**src/rtl/egr_wadj_cfg_init.sv**
```systemverilog
// Programs the egress width-adjust CTRL/THRESH CSRs over AVMM, reads both back,
// and flags any mismatch or read timeout in a sticky error code.
module egr_wadj_cfg_init #(
    parameter int unsigned BASE_ADDR  = 32'h0,
    parameter int unsigned ADDR_WIDTH = 8,
    parameter int unsigned DATA_WIDTH = 32,
    parameter int unsigned TIMEOUT    = 255
) (
    input  logic                    clk,
    input  logic                    rst_n,
    input  logic                    start,
    input  logic                    cfg_drop_en_in,
    input  logic [15:0]             cfg_drop_threshold_in,
    output logic [ADDR_WIDTH-1:0]   avmm_address,
    output logic                    avmm_read,
    output logic                    avmm_write,
    output logic [DATA_WIDTH-1:0]   avmm_writedata,
    output logic [DATA_WIDTH/8-1:0] avmm_byteenable,
    input  logic [DATA_WIDTH-1:0]   avmm_readdata,
    input  logic                    avmm_readdata_valid,
    output logic                    busy,
    output logic                    done,
    output logic                    err,
    output logic [2:0]              err_code
);

    localparam int unsigned BE_W  = DATA_WIDTH / 8;
    localparam int unsigned THR_W = 16;
    localparam int unsigned CNT_W = $clog2(TIMEOUT + 1);

    localparam logic [ADDR_WIDTH-1:0] CTRL_ADDR = ADDR_WIDTH'(BASE_ADDR);
    localparam logic [ADDR_WIDTH-1:0] THR_ADDR  = ADDR_WIDTH'(BASE_ADDR + 32'd4);
    localparam logic [CNT_W-1:0]      CNT_MAX   = CNT_W'(TIMEOUT);

    localparam logic [2:0] IDLE      = 3'd0;
    localparam logic [2:0] WR_CTRL   = 3'd1;
    localparam logic [2:0] WR_THR    = 3'd2;
    localparam logic [2:0] RD_CTRL   = 3'd3;
    localparam logic [2:0] WAIT_CTRL = 3'd4;
    localparam logic [2:0] RD_THR    = 3'd5;
    localparam logic [2:0] WAIT_THR  = 3'd6;
    localparam logic [2:0] DONE      = 3'd7;

    logic [2:0]            state_q,    state_d;
    logic                  drop_en_q,  drop_en_d;
    logic [THR_W-1:0]      thr_q,      thr_d;
    logic [CNT_W-1:0]      cnt_q,      cnt_d;
    logic [2:0]            err_code_q, err_code_d;
    logic                  err_q,      err_d;
    logic                  busy_q,     busy_d;
    logic                  done_q,     done_d;
    logic                  read_q,     read_d;
    logic                  write_q,    write_d;
    logic [ADDR_WIDTH-1:0] addr_q,     addr_d;
    logic [DATA_WIDTH-1:0] wdata_q,    wdata_d;
    logic [BE_W-1:0]       be_q,       be_d;

    // Only the low 16 bits of read data are ever compared.
    logic unused_rdata_hi;
    assign unused_rdata_hi = ^avmm_readdata[DATA_WIDTH-1:THR_W];

    // Next-state, latched config, wait counter and error accumulation.
    always_comb begin
        state_d    = state_q;
        drop_en_d  = drop_en_q;
        thr_d      = thr_q;
        cnt_d      = cnt_q;
        err_code_d = err_code_q;
        case (state_q)
            IDLE: begin
                if (start) begin
                    drop_en_d  = cfg_drop_en_in;
                    thr_d      = cfg_drop_threshold_in;
                    err_code_d = 3'b000;
                    state_d    = WR_CTRL;
                end
            end
            WR_CTRL: state_d = WR_THR;
            WR_THR:  state_d = RD_CTRL;
            RD_CTRL: begin
                cnt_d   = '0;
                state_d = WAIT_CTRL;
            end
            WAIT_CTRL: begin
                if (avmm_readdata_valid) begin
                    if (avmm_readdata[0] != drop_en_q) err_code_d[0] = 1'b1;
                    state_d = RD_THR;
                end else if (cnt_q == CNT_MAX) begin
                    err_code_d[2] = 1'b1;
                    state_d       = DONE;
                end else begin
                    cnt_d = cnt_q + CNT_W'(1);
                end
            end
            RD_THR: begin
                cnt_d   = '0;
                state_d = WAIT_THR;
            end
            WAIT_THR: begin
                if (avmm_readdata_valid) begin
                    if (avmm_readdata[THR_W-1:0] != thr_q) err_code_d[1] = 1'b1;
                    state_d = DONE;
                end else if (cnt_q == CNT_MAX) begin
                    err_code_d[2] = 1'b1;
                    state_d       = DONE;
                end else begin
                    cnt_d = cnt_q + CNT_W'(1);
                end
            end
            DONE:    state_d = IDLE;
            default: state_d = IDLE;
        endcase
    end

    // Bus strobes and status decoded from the next state so they register in step with it.
    always_comb begin
        read_d  = 1'b0;
        write_d = 1'b0;
        addr_d  = '0;
        wdata_d = '0;
        be_d    = '0;
        case (state_d)
            WR_CTRL: begin
                write_d = 1'b1;
                addr_d  = CTRL_ADDR;
                wdata_d = DATA_WIDTH'(drop_en_d);
                be_d    = BE_W'(4'b0001);
            end
            WR_THR: begin
                write_d = 1'b1;
                addr_d  = THR_ADDR;
                wdata_d = DATA_WIDTH'(thr_d);
                be_d    = BE_W'(4'b0011);
            end
            RD_CTRL: begin
                read_d = 1'b1;
                addr_d = CTRL_ADDR;
                be_d   = '1;
            end
            RD_THR: begin
                read_d = 1'b1;
                addr_d = THR_ADDR;
                be_d   = '1;
            end
            default: ;
        endcase
        busy_d = (state_d != IDLE);
        done_d = (state_d == DONE);
        err_d  = |err_code_d;
    end

    always_ff @(posedge clk) begin
        if (!rst_n) begin
            state_q    <= IDLE;
            drop_en_q  <= 1'b0;
            thr_q      <= '0;
            cnt_q      <= '0;
            err_code_q <= 3'b000;
            err_q      <= 1'b0;
            busy_q     <= 1'b0;
            done_q     <= 1'b0;
            read_q     <= 1'b0;
            write_q    <= 1'b0;
            addr_q     <= '0;
            wdata_q    <= '0;
            be_q       <= '0;
        end else begin
            state_q    <= state_d;
            drop_en_q  <= drop_en_d;
            thr_q      <= thr_d;
            cnt_q      <= cnt_d;
            err_code_q <= err_code_d;
            err_q      <= err_d;
            busy_q     <= busy_d;
            done_q     <= done_d;
            read_q     <= read_d;
            write_q    <= write_d;
            addr_q     <= addr_d;
            wdata_q    <= wdata_d;
            be_q       <= be_d;
        end
    end

    assign avmm_address    = addr_q;
    assign avmm_read       = read_q;
    assign avmm_write      = write_q;
    assign avmm_writedata  = wdata_q;
    assign avmm_byteenable = be_q;
    assign busy            = busy_q;
    assign done            = done_q;
    assign err             = err_q;
    assign err_code        = err_code_q;

endmodule

```
**config.mk**
```make
export PLATFORM = sky130hd
export DESIGN_NAME = egr_wadj_cfg_init
export DESIGN_NICKNAME = d
export VERILOG_FILES = /design/src/rtl/egr_wadj_cfg_init.sv
export SDC_FILE = /design/constraint.sdc
export NUM_CORES = 1
export LEC_CHECK = 0
export CELL_PAD_IN_SITES_DETAIL_PLACEMENT = 1
export CELL_PAD_IN_SITES_GLOBAL_PLACEMENT = 1
export CORE_MARGIN = 4
export CORE_UTILIZATION = 33
export CTS_BUF_LIST = sky130_fd_sc_hd__clkbuf_8 sky130_fd_sc_hd__clkbuf_16
export CTS_CLUSTER_DIAMETER = 50
export DETAILED_ROUTE_END_ITERATION = 16
export PLACE_DENSITY_LB_ADDON = 0.15
export REMOVE_ABC_BUFFERS = 1
export SLEW_MARGIN = 20
export SYNTH_ARGS = -nofsm -noshare
export SYNTH_HDL_FRONTEND = slang
export SYNTH_SLANG_ARGS = --single-unit
```
**constraint.sdc**
```tcl
create_clock -name clk -period 4.84 [get_ports clk]
set_clock_uncertainty 0.15 [all_clocks]
set_input_delay 0.968 -clock clk [delete_from_list [all_inputs] [get_ports clk]]
set_output_delay 0.968 -clock clk [all_outputs]
set_load 0.02 [all_outputs]
```
# --- After elaboration in Yosys (flattened, before gate mapping) ---
# Cells that the tools add are included.
word_totals:
  register_bits: 80
  latch_bits: 0
  ramBits: 0
  rom_bits: 0
  inputBits: 53
  out_inout_bits: 52
  elab_cells: 68
  n_memories: 0
classes:
  addsub: 1
  n_mul: 0
  div_mod_pow: 0
  n_lt_le_gt_ge: 0
  eq_ne: 17
  shift: 0
  mux: 27
  bitwise_logic: 0
  n_reduce_logical: 10
ops:
  columns: ["cell", "count"]
  rows:
  - ["16-bit two-way mux", 2]
  - ["16-bit case mux with 2 select lines", 1]
  - ["3-bit case mux with 8 select lines", 1]
  - ["3-bit equality test (second input constant)", 6]
  - ["3-bit two-way mux", 6]
  - ["8-bit two-way mux", 2]
  - ["16-bit inequality test", 1]
  - ["8-bit case mux with 2 select lines", 1]
  - ["3-bit by 2-bit equality test with 1-bit output (second input constant)", 4]
  - ["4-bit case mux with 3 select lines", 1]
  - ["1-bit two-way mux", 10]
  - ["2-bit OR reduction", 5]
  - ["8-bit by 1-bit adder with 8-bit output (second input constant)", 1]
  - ["8-bit equality test (second input constant)", 1]
  - ["3-bit by 1-bit equality test with 1-bit output (second input constant)", 2]
  - ["1-bit case mux with 2 select lines", 3]
  - ["2-bit inequality test (second input constant)", 2]
  - ["3-bit zero test", 1]
  - ["3-bit AND reduction", 1]
  - ["3-bit nonzero test", 1]
  - ["3-bit OR reduction", 1]
  - ["2-bit nonzero test", 1]
  - ["1-bit inequality test", 1]

# --- Logic depth before layout (Yosys ltp) ---
# Gate-level depths: netlist of the first run.
logic_depth:
  word_depth: 7
  ltp_mapped: 7
  mapped_depth_nobuf: 5

# --- Least setup slack after synthesis of the first run ---
# OpenSTA, ideal clock, no wires.
synth_path:
  path_type: "input port to flip-flop"
  start: "input port avmm_readdata_valid"
  end: "register cnt_q[2]"
  setup_time_ps: 60
  arrival_ps: 2240
  required_ps: 4630
  path_slack_ps: 2390
  stages: 6
  path_buffers: 2
  cell_sequence: "buf_2 -> or3b_1 -> o21bai_4 -> buf_6 -> a2111o_1 -> nand2_1"
synth_between:
  elab_chain_cells: 2
synth_rtl:
  columns: ["element", "line", "source"]
  rows:
  - ["from (decl)", "20", "input logic avmm_readdata_valid,"]
  - ["2-bit inequality test (no source line)", null, null]
  - ["3-bit AND reduction (no source line)", null, null]
  - ["to (signal assigned)", "171", "cnt_q <= cnt_d;"]
  - ["to (decl)", "47", "logic [CNT_W-1:0] cnt_q, cnt_d;"]
# No other way between the ends.
# A chain may end at the register's enable or synchronous reset.

# --- Worst setup path in the final report of the first run ---
layout_path:
  start: "input port start"
  end: "register wdata_q[0], in the netlist avmm_writedata[0]"
layout_between:
  elab_chain_cells: 4
  elab_cells_between_ends: 9
  cone_classes: "2 x eq/ne; 7 x mux"
layout_rtl:
  columns: ["element", "line", "source"]
  rows:
  - ["from (decl)", "11", "input logic start,"]
  - ["3-bit two-way mux", "71", "if (start) begin"]
  - ["3-bit case mux with 8 select lines", "69", "case (state_q)"]
  - ["3-bit by 2-bit equality test with 1-bit output or 3-bit by 1-bit equality test with 1-bit output (tied branches)", "122", "case (state_d)"]
  - ["16-bit case mux with 2 select lines (*)", "122", null]
  - ["to (signal assigned)", "179", "wdata_q <= wdata_d;"]
  - ["to (decl)", "55", "logic [DATA_WIDTH-1:0] wdata_q, wdata_d;"]
# Mark *: on every way between the ends. The rest lies on a longest branch, timed or not.

==> metrics, run 1 <==
clk buf depth=2; DR pass1 iterations=4; die width=95.32 um; WS Path Type=in2reg; clk_lat worst skew=300 ps; worst slew pin tran=712.6 ps; data required time at the worst endpoint=4900 ps; CTS tree=yes; antenna viol nets, final=0; Crit. End Element=flop; Worst Min Path Start=thr_q[9]; Hold Crit Endpoint=thr_q[9]; TritonCTS Buffers=5; DRC errors left=0; maximum fanout along the worst path=19; first-pass GRT wire length=9735 um; Synth Register Bits=56; Seq/Total Area, Yosys=0.4455; total grt overflow=0; Distinct cells, synth=45; Die ar.=0.009086 mm^2; Pins Over Slew Limit=0; final WL=5980 um; Final Hold Viols=0; Worst Reg-to-Reg Cells=4; CTS root buffer=clkbuf_8; wire per inst=13.81 um; # rows=31; dpl ws=1733 ps; Synth area leaders=dfxtp_1 45%, buf_4 7.5%, nand2_1 7.0%, xnor2_1 6.3%, a21boi_1 5.4%; min Tclk post-route=2772 ps; # fillers=868; antenna cell count=0; Power, Total=914.9 uW; fin area=0.003224 mm^2; Main synth FF type=dfxtp_1; # resized after CTS=0; HPWL Detailed=4396 um; Synth area leader=dfxtp_1; final worst path period share=0.5727; Die Ht=95.32 um; Clock Sinks=56; layout cells sized above 1=0.04790; total core area=0.007331 mm^2; total track usage=0.1363; RR Startpoint=state_q[1]; initial antenna violation count=0; worst reg2reg setup slack=2650 ps; R2R Path End=avmm_writedata[0]; fraction of registers with async set/reset=0; setup TNS=0 ps; top-area cell type share of the netlist area=0.4455; Worst EP arrival=2830 ps; post-route setup slack=2068 ps; vias per cell=4.554; Synth Instances=277; f_max=360.8 MHz; peak supply drop=111.1 uV; Buffers on Ports=65; max cap viols=0; Max-slew headroom=0.5250; largest net degree at the start of global routing=21; synth warn=0; post-CTS setup buffer count=0; Final #Nets=388; total number of vias=1972; number of global-route vias before repair=1970; num ports=105; Post-synth EDFFs=0; Hold Path Class=reg2reg; Final setup viols=0; Placed Area=0.003147 mm^2; status=finished, final reports clean; Starting Density=0.3432; area grow syn2layout=28.15%; Critical Path Source Type=input port; Avg Inst Size Synth=9.084 um^2; WHS Path Cells=2; Post-Syn Area=0.002516 mm^2; Initial DRC Count=59; RSZ-0062 raised after global routing=false; Post-CTS Hold Buffers=0; Placer Congestion=0.7171; PD cells=283.7 mW/mm^2; Leakage=0.001201 uW; htree depth=2; clock-pin slew on the worst setup and hold paths=100 ps
-- routing by layer --
metal | vias up | share of wire | track usage
li1 | 990 | - | -
met3 | 7 | 0.067 | 0.02605
met5 | - | 0 | 0
met4 | 0 | 0.013 | 0.04327
met1 | 914 | 0.45 | 0.1738
met2 | 61 | 0.47 | 0.2309
-- worst max path at each step --
stage,startpoint,end,slack [ps]
global route,start,avmm_writedata[0],1970
floorplan,start,err,2090
detailed placement,start,avmm_writedata[0],1730
CTS,start,avmm_writedata[0],2050
global placement,start,avmm_writedata[0],1740
finish,start,avmm_writedata[0],2070
-- flip-flops by register name, summed over array words and instances (netlist names) --
name / flops
busy: 1
avmm_byteenable: 3
done: 1
err: 1
state_q: 3
cnt_q: 8
thr_q: 16
drop_en_q: 1
avmm_address: 1
err_code: 3
avmm_write: 1
avmm_read: 1
avmm_writedata: 16
-- per-stage QoR --
| stage | utilization | hold WS (ps) | std cells |
|---|---|---|---|
| after CTS | 0.4398 | 337.7 | 433 |
| final | 0.4398 | 331.2 | 433 |
| after global routing | 0.4398 | 362.9 | 433 |
| after detailed placement | 0.4293 | 324.1 | 426 |
| after floorplan | - | 292.9 | 260 |
| after global placement | 0.4289 | 310.5 | 426 |
-- synth_stat cells, types with 2 or more instances --
master     count
and2_1        19
mux2i_1        4
nand2_1       47
buf_2          4
a211oi_2       2
o31ai_1        2
nand2b_1       5
inv_1          4
buf_4         25
a21oi_1        6
clkbuf_1       9
o21a_1         3
and3_1         2
nand3_1        8
dfxtp_1       56
xnor2_1       18
nor2_1         9
a21boi_1      18
nor2b_1        2
o2111ai_1      2
a2111o_1       2
nor4_1         3
nand4_1        5
-- critical path, stage by stage --
cell             delay [ps]
clkdlybuf4s50_1         540
or4b_1                  810
nand2_1                 190
a21boi_1                 90
a22o_1                  220
-- power by group --
part	switching [uW]	internal (uW)	total, uW
combinational	90.2	80.0	170
sequential	19.2	483	503
clock	145	97.0	242
total	255	660	915
-- placed cells by master, fill, tap and decap left out, types with 3 or more instances in the layout --
cell / count
nor2_1: 8
nand3_1: 8
inv_1: 5
conb_1: 23
a21boi_1: 18
clkbuf_8: 5
nand2b_1: 5
xnor2_1: 18
nand4_1: 5
mux2i_1: 4
dfxtp_1: 56
clkdlybuf4s50_1: 65
nand2_1: 47
o21a_1: 3
and2_1: 19
nor4_1: 3
a21oi_1: 6
-- cell families after synthesis --
group / synth area share
buffers and inverters: 0.1064
flip-flops: 0.4456
other: 0.001490
adder cells (fa/ha/maj): 0.004972
AND/OR/NAND/NOR: 0.2143
XOR/XNOR: 0.06614
multiplexers: 0.01591
AO/OA/AOI/OAI: 0.1452
-- area by class of cell --
class                   instances  area (um^2)  share of cell area
clock buffers                   5        68.82             0.02134
clock inverters                 2        8.758            0.002716
repair buffers                 67        665.6              0.2064
multi-input cells             200         1221              0.3787
inverters                       4        15.01            0.004657
well taps                      99        123.9             0.03842
flip-flops and latches         56         1121              0.3477
No activity file was read; power rests on OpenSTA's default activity.
==> run 2, diff against run 1 <==
--- a/config.mk
+++ b/config.mk
@@ -8,7 +8,7 @@
 export CELL_PAD_IN_SITES_DETAIL_PLACEMENT = 1
 export CELL_PAD_IN_SITES_GLOBAL_PLACEMENT = 1
 export CORE_MARGIN = 4
-export CORE_UTILIZATION = 33
+export CORE_UTILIZATION = 31
 export CTS_BUF_LIST = sky130_fd_sc_hd__clkbuf_8 sky130_fd_sc_hd__clkbuf_16
 export CTS_CLUSTER_DIAMETER = 50
 export DETAILED_ROUTE_END_ITERATION = 16
==> constraint.sdc (replaced) <==
create_clock -name clk -period 2.75 [get_ports clk]
set_clock_uncertainty 0.15 [all_clocks]
set_input_delay 0.55 -clock clk [delete_from_list [all_inputs] [get_ports clk]]
set_output_delay 0.55 -clock clk [all_outputs]
set_load 0.02 [all_outputs]
==> run 2 against run 1 <==
Net effect: critical endpoint is now cnt_q[7]; non-clock buffer count is 5 higher; clock power grew 100%; critical path depth unchanged; power rose by 83%; sequential share of layout area down 0.61 points; utilization down 1.9 points; combinational power rose by 82%.
==> metrics, run 2 (synthesized netlist as in run 1, its figures left out) <==
layout cells sized above 1=0.06471 (was 0.04790); TritonCTS Buffers=5 (unchanged); data required time at the worst endpoint=2840 ps (was 4900 ps); slowest CP cell=clkdlybuf4s50_1 (was or4b_1); antenna viol nets, final=0 (unchanged); Die ar.=0.009622 mm^2 (was 0.009086 mm^2); PD cells=510.5 mW/mm^2 (was 283.7 mW/mm^2); total core area=0.007807 mm^2 (was 0.007331 mm^2); initial antenna violation count=0 (unchanged); Buffers on Ports=65 (unchanged); Leakage=0.001232 uW (was 0.001201 uW); DRC errors left=0 (unchanged); area grow syn2layout=30.43% (was 28.15%); maximum fanout along the worst path=12 (was 19); post-CTS setup buffer count=0 (unchanged); clock-pin slew on the worst setup and hold paths=110 ps (was 100 ps); worst slew pin tran=538.6 ps (was 712.6 ps); Max-slew headroom=0.6404 (was 0.5250); first-pass GRT wire length=9970 um (was 9735 um); Buf/Inv on CP=1 (unchanged); wire per inst=13.90 um (was 13.81 um); Crit path max-delay family=compound AO/OA/AOI/OAI gates (was simple AND/OR/NAND/NOR gates); setup TNS=0 ps (unchanged); CTS tree=yes (unchanged); die width=98.09 um (was 95.32 um); largest net degree at the start of global routing=21 (unchanged); # resized after CTS=0 (unchanged); commonest cells after routing, fill and taps aside=65 x clkdlybuf4s50_1, 56 x dfxtp_1, 47 x nand2_1 (unchanged); clk buf depth=2 (unchanged); Net Sw Power=470.4 uW (was 254.5 uW); fin area=0.003282 mm^2 (was 0.003224 mm^2); Worst EP arrival=2210 ps (was 2830 ps); CTS root buffer=clkbuf_8 (unchanged); Clock Sinks=56 (unchanged); slowest stage delay, CP=440 ps (was 810 ps); Die Ht=98.09 um (was 95.32 um); met3 Usage GRT=0.02857 (was 0.02605); Placed Area=0.003186 mm^2 (was 0.003147 mm^2); Cell Chain, Critical Path=clkdlybuf4s50_1 > or3b_1 > o21bai_4 > a211oi_1 > mux2i_1 (was clkdlybuf4s50_1 > or4b_1 > nand2_1 > a21boi_1 > a22o_1); Pins Over Slew Limit=0 (unchanged); Clock power frac=0.289 (was 0.265); Post-CTS Hold Buffers=0 (unchanged); busiest grt layer=met2 (unchanged); WS Path Type=in2reg (unchanged); total grt overflow=0 (unchanged); Final setup viols=0 (unchanged); DR pass1 iterations=4 (unchanged); Sw Share=0.2807 (was 0.2782); Sequential Power Share=0.527 (was 0.549); Hold Path Class=reg2reg (unchanged); Final #Nets=393 (was 388); f_max=472.1 MHz; internal power=1205 uW (was 660.4 uW); most common cell after layout, fill and taps aside=clkdlybuf4s50_1 (unchanged); num ports=105 (unchanged); Placer Congestion=0.7411 (was 0.7171); total number of vias=1974 (was 1972); HPWL Detailed=4586 um (was 4396 um); max cap viols=0 (unchanged); htree depth=2 (unchanged); # rows=32 (was 31); number of global-route vias before repair=2009 (was 1970); peak supply drop=237.7 uV (was 111.1 uV); RSZ-0062 raised after global routing=false (unchanged); final WL=6145 um (was 5980 um); met2 usage in global routing=0.2168 (was 0.2309); final worst path period share=0.7703; Final Hold Viols=0 (unchanged); met1 GRT Util=0.1607 (was 0.1738); combinational share of power=0.184 (was 0.186); antenna cell count=0 (unchanged); Crit. End Element=flop (unchanged); Starting Density=0.3223 (was 0.3432); Critical Path Source Type=input port (unchanged); min Tclk post-route=2118 ps; Initial DRC Count=37 (was 59); clk_lat worst skew=310 ps (was 300 ps); total track usage=0.1274 (was 0.1363); status=finished, final reports clean (unchanged); vias per cell=4.466 (was 4.554)
[run 2: final cells by class]
cell class / instances / area [um^2]
Inverter: 4 / 15.01
Clock inverter: 2 / 13.76
Clock buffer: 6 / 82.58
Multi-Input combinational cell: 200 / 1219
Fill cell: 925 / 4526
Tap cell: 102 / 127.6
Sequential cell: 56 / 1121
Timing Repair Buffer: 72 / 703.2
[run 2: worst min-delay path: stages (launching register included)]
cell and delay, ps:
dfxtp_1 340, nand3_1 60, o21ai_1 50
[run 2: stage by stage]
step                      worst slack [ps]  hold slack (ps)  cells  total power [uW]  utilization
after detailed placement             297.1            324.8    434              1215       0.4080
after global routing                 519.5            354.9    442              1773       0.4204
after global placement               326.9            316.0    434              1212       0.4080
after CTS                            607.1            340.9    442              1706       0.4204
final                                631.6            339.4    442              1675       0.4204
after floorplan                      413.8            292.9    260              1060            -
[run 2: worst paths after layout]
kind                             from     endpoint  slack, ps  cells past startpoint
hold reg to reg           err_code[1]  err_code[1]        340                      2
hold / removal            err_code[1]  err_code[1]        340                      2
setup / recovery  avmm_readdata_valid     cnt_q[7]        630                      5
setup reg to reg           state_q[1]     cnt_q[7]        680                      4
[run 2: routing by layer]
layer,wire (um),part of all wire
met3,363,0.059
met1,2838,0.46
met4,80,0.013
met2,2863,0.47
met5,0,0
[run 2: power by group through the flow]
stage               clock network, uW  logic [uW]  registers, uW
floorplan                           0         141            919
global placement                    0         311            901
detailed placement                  0         314            902
CTS                               508         315            883
global route                      545         339            889
finish                            484         309            883
==> run 3, diff against run 2 <==
--- a/config.mk
+++ b/config.mk
@@ -8,7 +8,7 @@
 export CELL_PAD_IN_SITES_DETAIL_PLACEMENT = 1
 export CELL_PAD_IN_SITES_GLOBAL_PLACEMENT = 1
 export CORE_MARGIN = 4
-export CORE_UTILIZATION = 31
+export CORE_UTILIZATION = 28
 export CTS_BUF_LIST = sky130_fd_sc_hd__clkbuf_8 sky130_fd_sc_hd__clkbuf_16
 export CTS_CLUSTER_DIAMETER = 50
 export DETAILED_ROUTE_END_ITERATION = 16
==> constraint.sdc (replaced) <==
create_clock -name clk -period 1.94 [get_ports clk]
set_clock_uncertainty 0.15 [all_clocks]
set_input_delay 0.388 -clock clk [delete_from_list [all_inputs] [get_ports clk]]
set_output_delay 0.388 -clock clk [all_outputs]
set_load 0.02 [all_outputs]
==> run 3 against run 2 <==
Net effect: sequential power rose by 40%; global-route usage fell by 0.27 points; power rose by 45%; via count rose by 4.0%; die area rose by 9.8%; non-clock buffer count rose by 15; cell area rose by 4.6%; final cell count rose by 4.8%; clock-buffer cell count fell by 1; utilization fell by 2.7 points.
==> metrics, run 3 (synthesized netlist as in run 1, its figures left out) <==
TritonCTS Buffers=5 (unchanged); final WL=6311 um (was 6145 um); maximum fanout along the worst path=3 (was 12); clk_lat worst skew=310 ps (about the same); total number of vias=2053 (was 1974); Starting Density=0.2885 (was 0.3223); status=finished, final reports clean (unchanged); # rows=34 (was 32); Final setup viols=0 (unchanged); vias per cell=4.434 (was 4.466); most common cell after layout, fill and taps aside=clkdlybuf4s50_1 (unchanged); DR pass1 iterations=4 (unchanged); fin area=0.003433 mm^2 (was 0.003282 mm^2); CTS tree=yes (unchanged); Crit. End Element=primary output (was flop); clk buf depth=2 (unchanged); Clock Sinks=56 (unchanged); Buf/Inv on CP=1 (unchanged); met3 Usage GRT=0.03315 (was 0.02857); Net Sw Power=701.3 uW (was 470.4 uW); RSZ-0062 raised after global routing=false (unchanged); layout cells sized above 1=0.1070 (was 0.06471); WS Path Type=reg2out (was in2reg); met1 GRT Util=0.1535 (was 0.1607); Sw Share=0.2887 (was 0.2807); combinational share of power=0.207 (was 0.184); Hold Path Class=reg2reg (unchanged); DRC errors left=0 (unchanged); met2 usage in global routing=0.2160 (was 0.2168); Hold WS=337.2 ps (was 339.4 ps); total core area=0.008721 mm^2 (was 0.007807 mm^2); total track usage=0.1247 (was 0.1274); antenna cell count=0 (unchanged); data required time at the worst endpoint=1400 ps (was 2840 ps); CTS root buffer=clkbuf_8 (unchanged); Cell Chain, Critical Path=clkdlybuf4s50_1 (was clkdlybuf4s50_1 > or3b_1 > o21bai_4 > a211oi_1 > mux2i_1); Buffers on Ports=65 (unchanged); die width=102.8 um (was 98.09 um); commonest cells after routing, fill and taps aside=64 x clkdlybuf4s50_1, 55 x dfxtp_1, 47 x nand2_1 (was 65 x clkdlybuf4s50_1, 56 x dfxtp_1, 47 x nand2_1); Die ar.=0.01057 mm^2 (was 0.009622 mm^2); max cap viols=0 (unchanged); peak supply drop=296.1 uV (was 237.7 uV); post-CTS setup buffer count=0 (unchanged); f_max=529.2 MHz; num ports=105 (unchanged); Die Ht=102.8 um (was 98.09 um); Crit path max-delay family=buffers and inverters (was compound AO/OA/AOI/OAI gates); number of global-route vias before repair=2150 (was 2009); initial antenna violation count=0 (unchanged); min Tclk post-route=1890 ps; slowest CP cell=clkdlybuf4s50_1 (unchanged); Core Util, Final=0.3937 (was 0.4204); Pins Over Slew Limit=0 (unchanged); Placed Area=0.003331 mm^2 (was 0.003186 mm^2); slowest stage delay, CP=640 ps (was 440 ps); HPWL Detailed=4926 um (was 4586 um); internal power=1728 uW (was 1205 uW); wire per inst=13.63 um (was 13.90 um); setup TNS=0 ps (unchanged); total grt overflow=0 (unchanged); Final #Nets=408 (was 393); Placer Congestion=0.7324 (was 0.7411); Sequential Power Share=0.511 (was 0.527); largest net degree at the start of global routing=20 (was 21); clock-pin slew on the worst setup and hold paths=110 ps (about the same); first-pass GRT wire length=10330 um (was 9970 um); busiest grt layer=met2 (unchanged); Final Hold Viols=0 (unchanged); htree depth=2 (unchanged); PD cells=707.6 mW/mm^2 (was 510.5 mW/mm^2); area grow syn2layout=36.45% (was 30.43%); Clock power frac=0.282 (was 0.289); antenna viol nets, final=0 (unchanged); Leakage=0.001331 uW (was 0.001232 uW); Initial DRC Count=41 (was 37); Worst EP arrival=1350 ps (was 2210 ps); Critical Path Source Type=flop (was input port); final worst path period share=0.9741
==> run 3: worst paths after layout <==
| check | to | from | slack, ps | cells after the start |
|---|---|---|---|---|
| min reg2reg | cnt_q[7] | cnt_q[7] | 340 | 2 |
| max | err_code[1] | err_code[1] | 50 | 1 |
| min | cnt_q[7] | cnt_q[7] | 340 | 2 |
| max reg2reg | cnt_q[7] | state_q[0] | 140 | 4 |
==> run 3: power groups by stage <==
| stage | clock network (uW) | logic, uW | registers (uW) |
|---|---|---|---|
| floorplan | 0 | 201 | 1300 |
| global placement | 0 | 505 | 1270 |
| detailed placement | 0 | 509 | 1270 |
| CTS | 722 | 512 | 1240 |
| global route | 766 | 554 | 1250 |
| finish | 684 | 503 | 1240 |
==> run 3: final cells by class <==
class                           instances  area, um^2
Sequential cell                        56        1122
Clock inverter                          3       26.28
Fill cell                            1021        5288
Tap cell                              108       135.1
Timing Repair Buffer                   87       847.1
Inverter                                4       15.01
Clock buffer                            5       68.82
Multi-Input combinational cell        200        1219
==> run 3: metal layers <==
metal  part of all wire  wire length (um)  vias to the layer above
met4              0.011                72                        0
met1               0.45              2817                      954
met5                  0                 0                        -
li1                   -                 -                     1032
met3              0.069               437                        6
met2               0.47              2984                       61
==> run 3: timing repair <==
action / in CTS / in global routing
hold buffers: 0 / 0
resized for setup: 0 / 3
setup endpoints to repair: 0 / 3
==> run 3: through the flow <==
stage / setup WS, ps / total power [uW] / cells
final: 50.31 / 2429 / 463
after detailed placement: -301.4 / 1780 / 455
after CTS: 25.59 / 2478 / 463
after global routing: 7.619 / 2570 / 463
after global placement: -277.2 / 1772 / 455
after floorplan: -371.3 / 1503 / 260
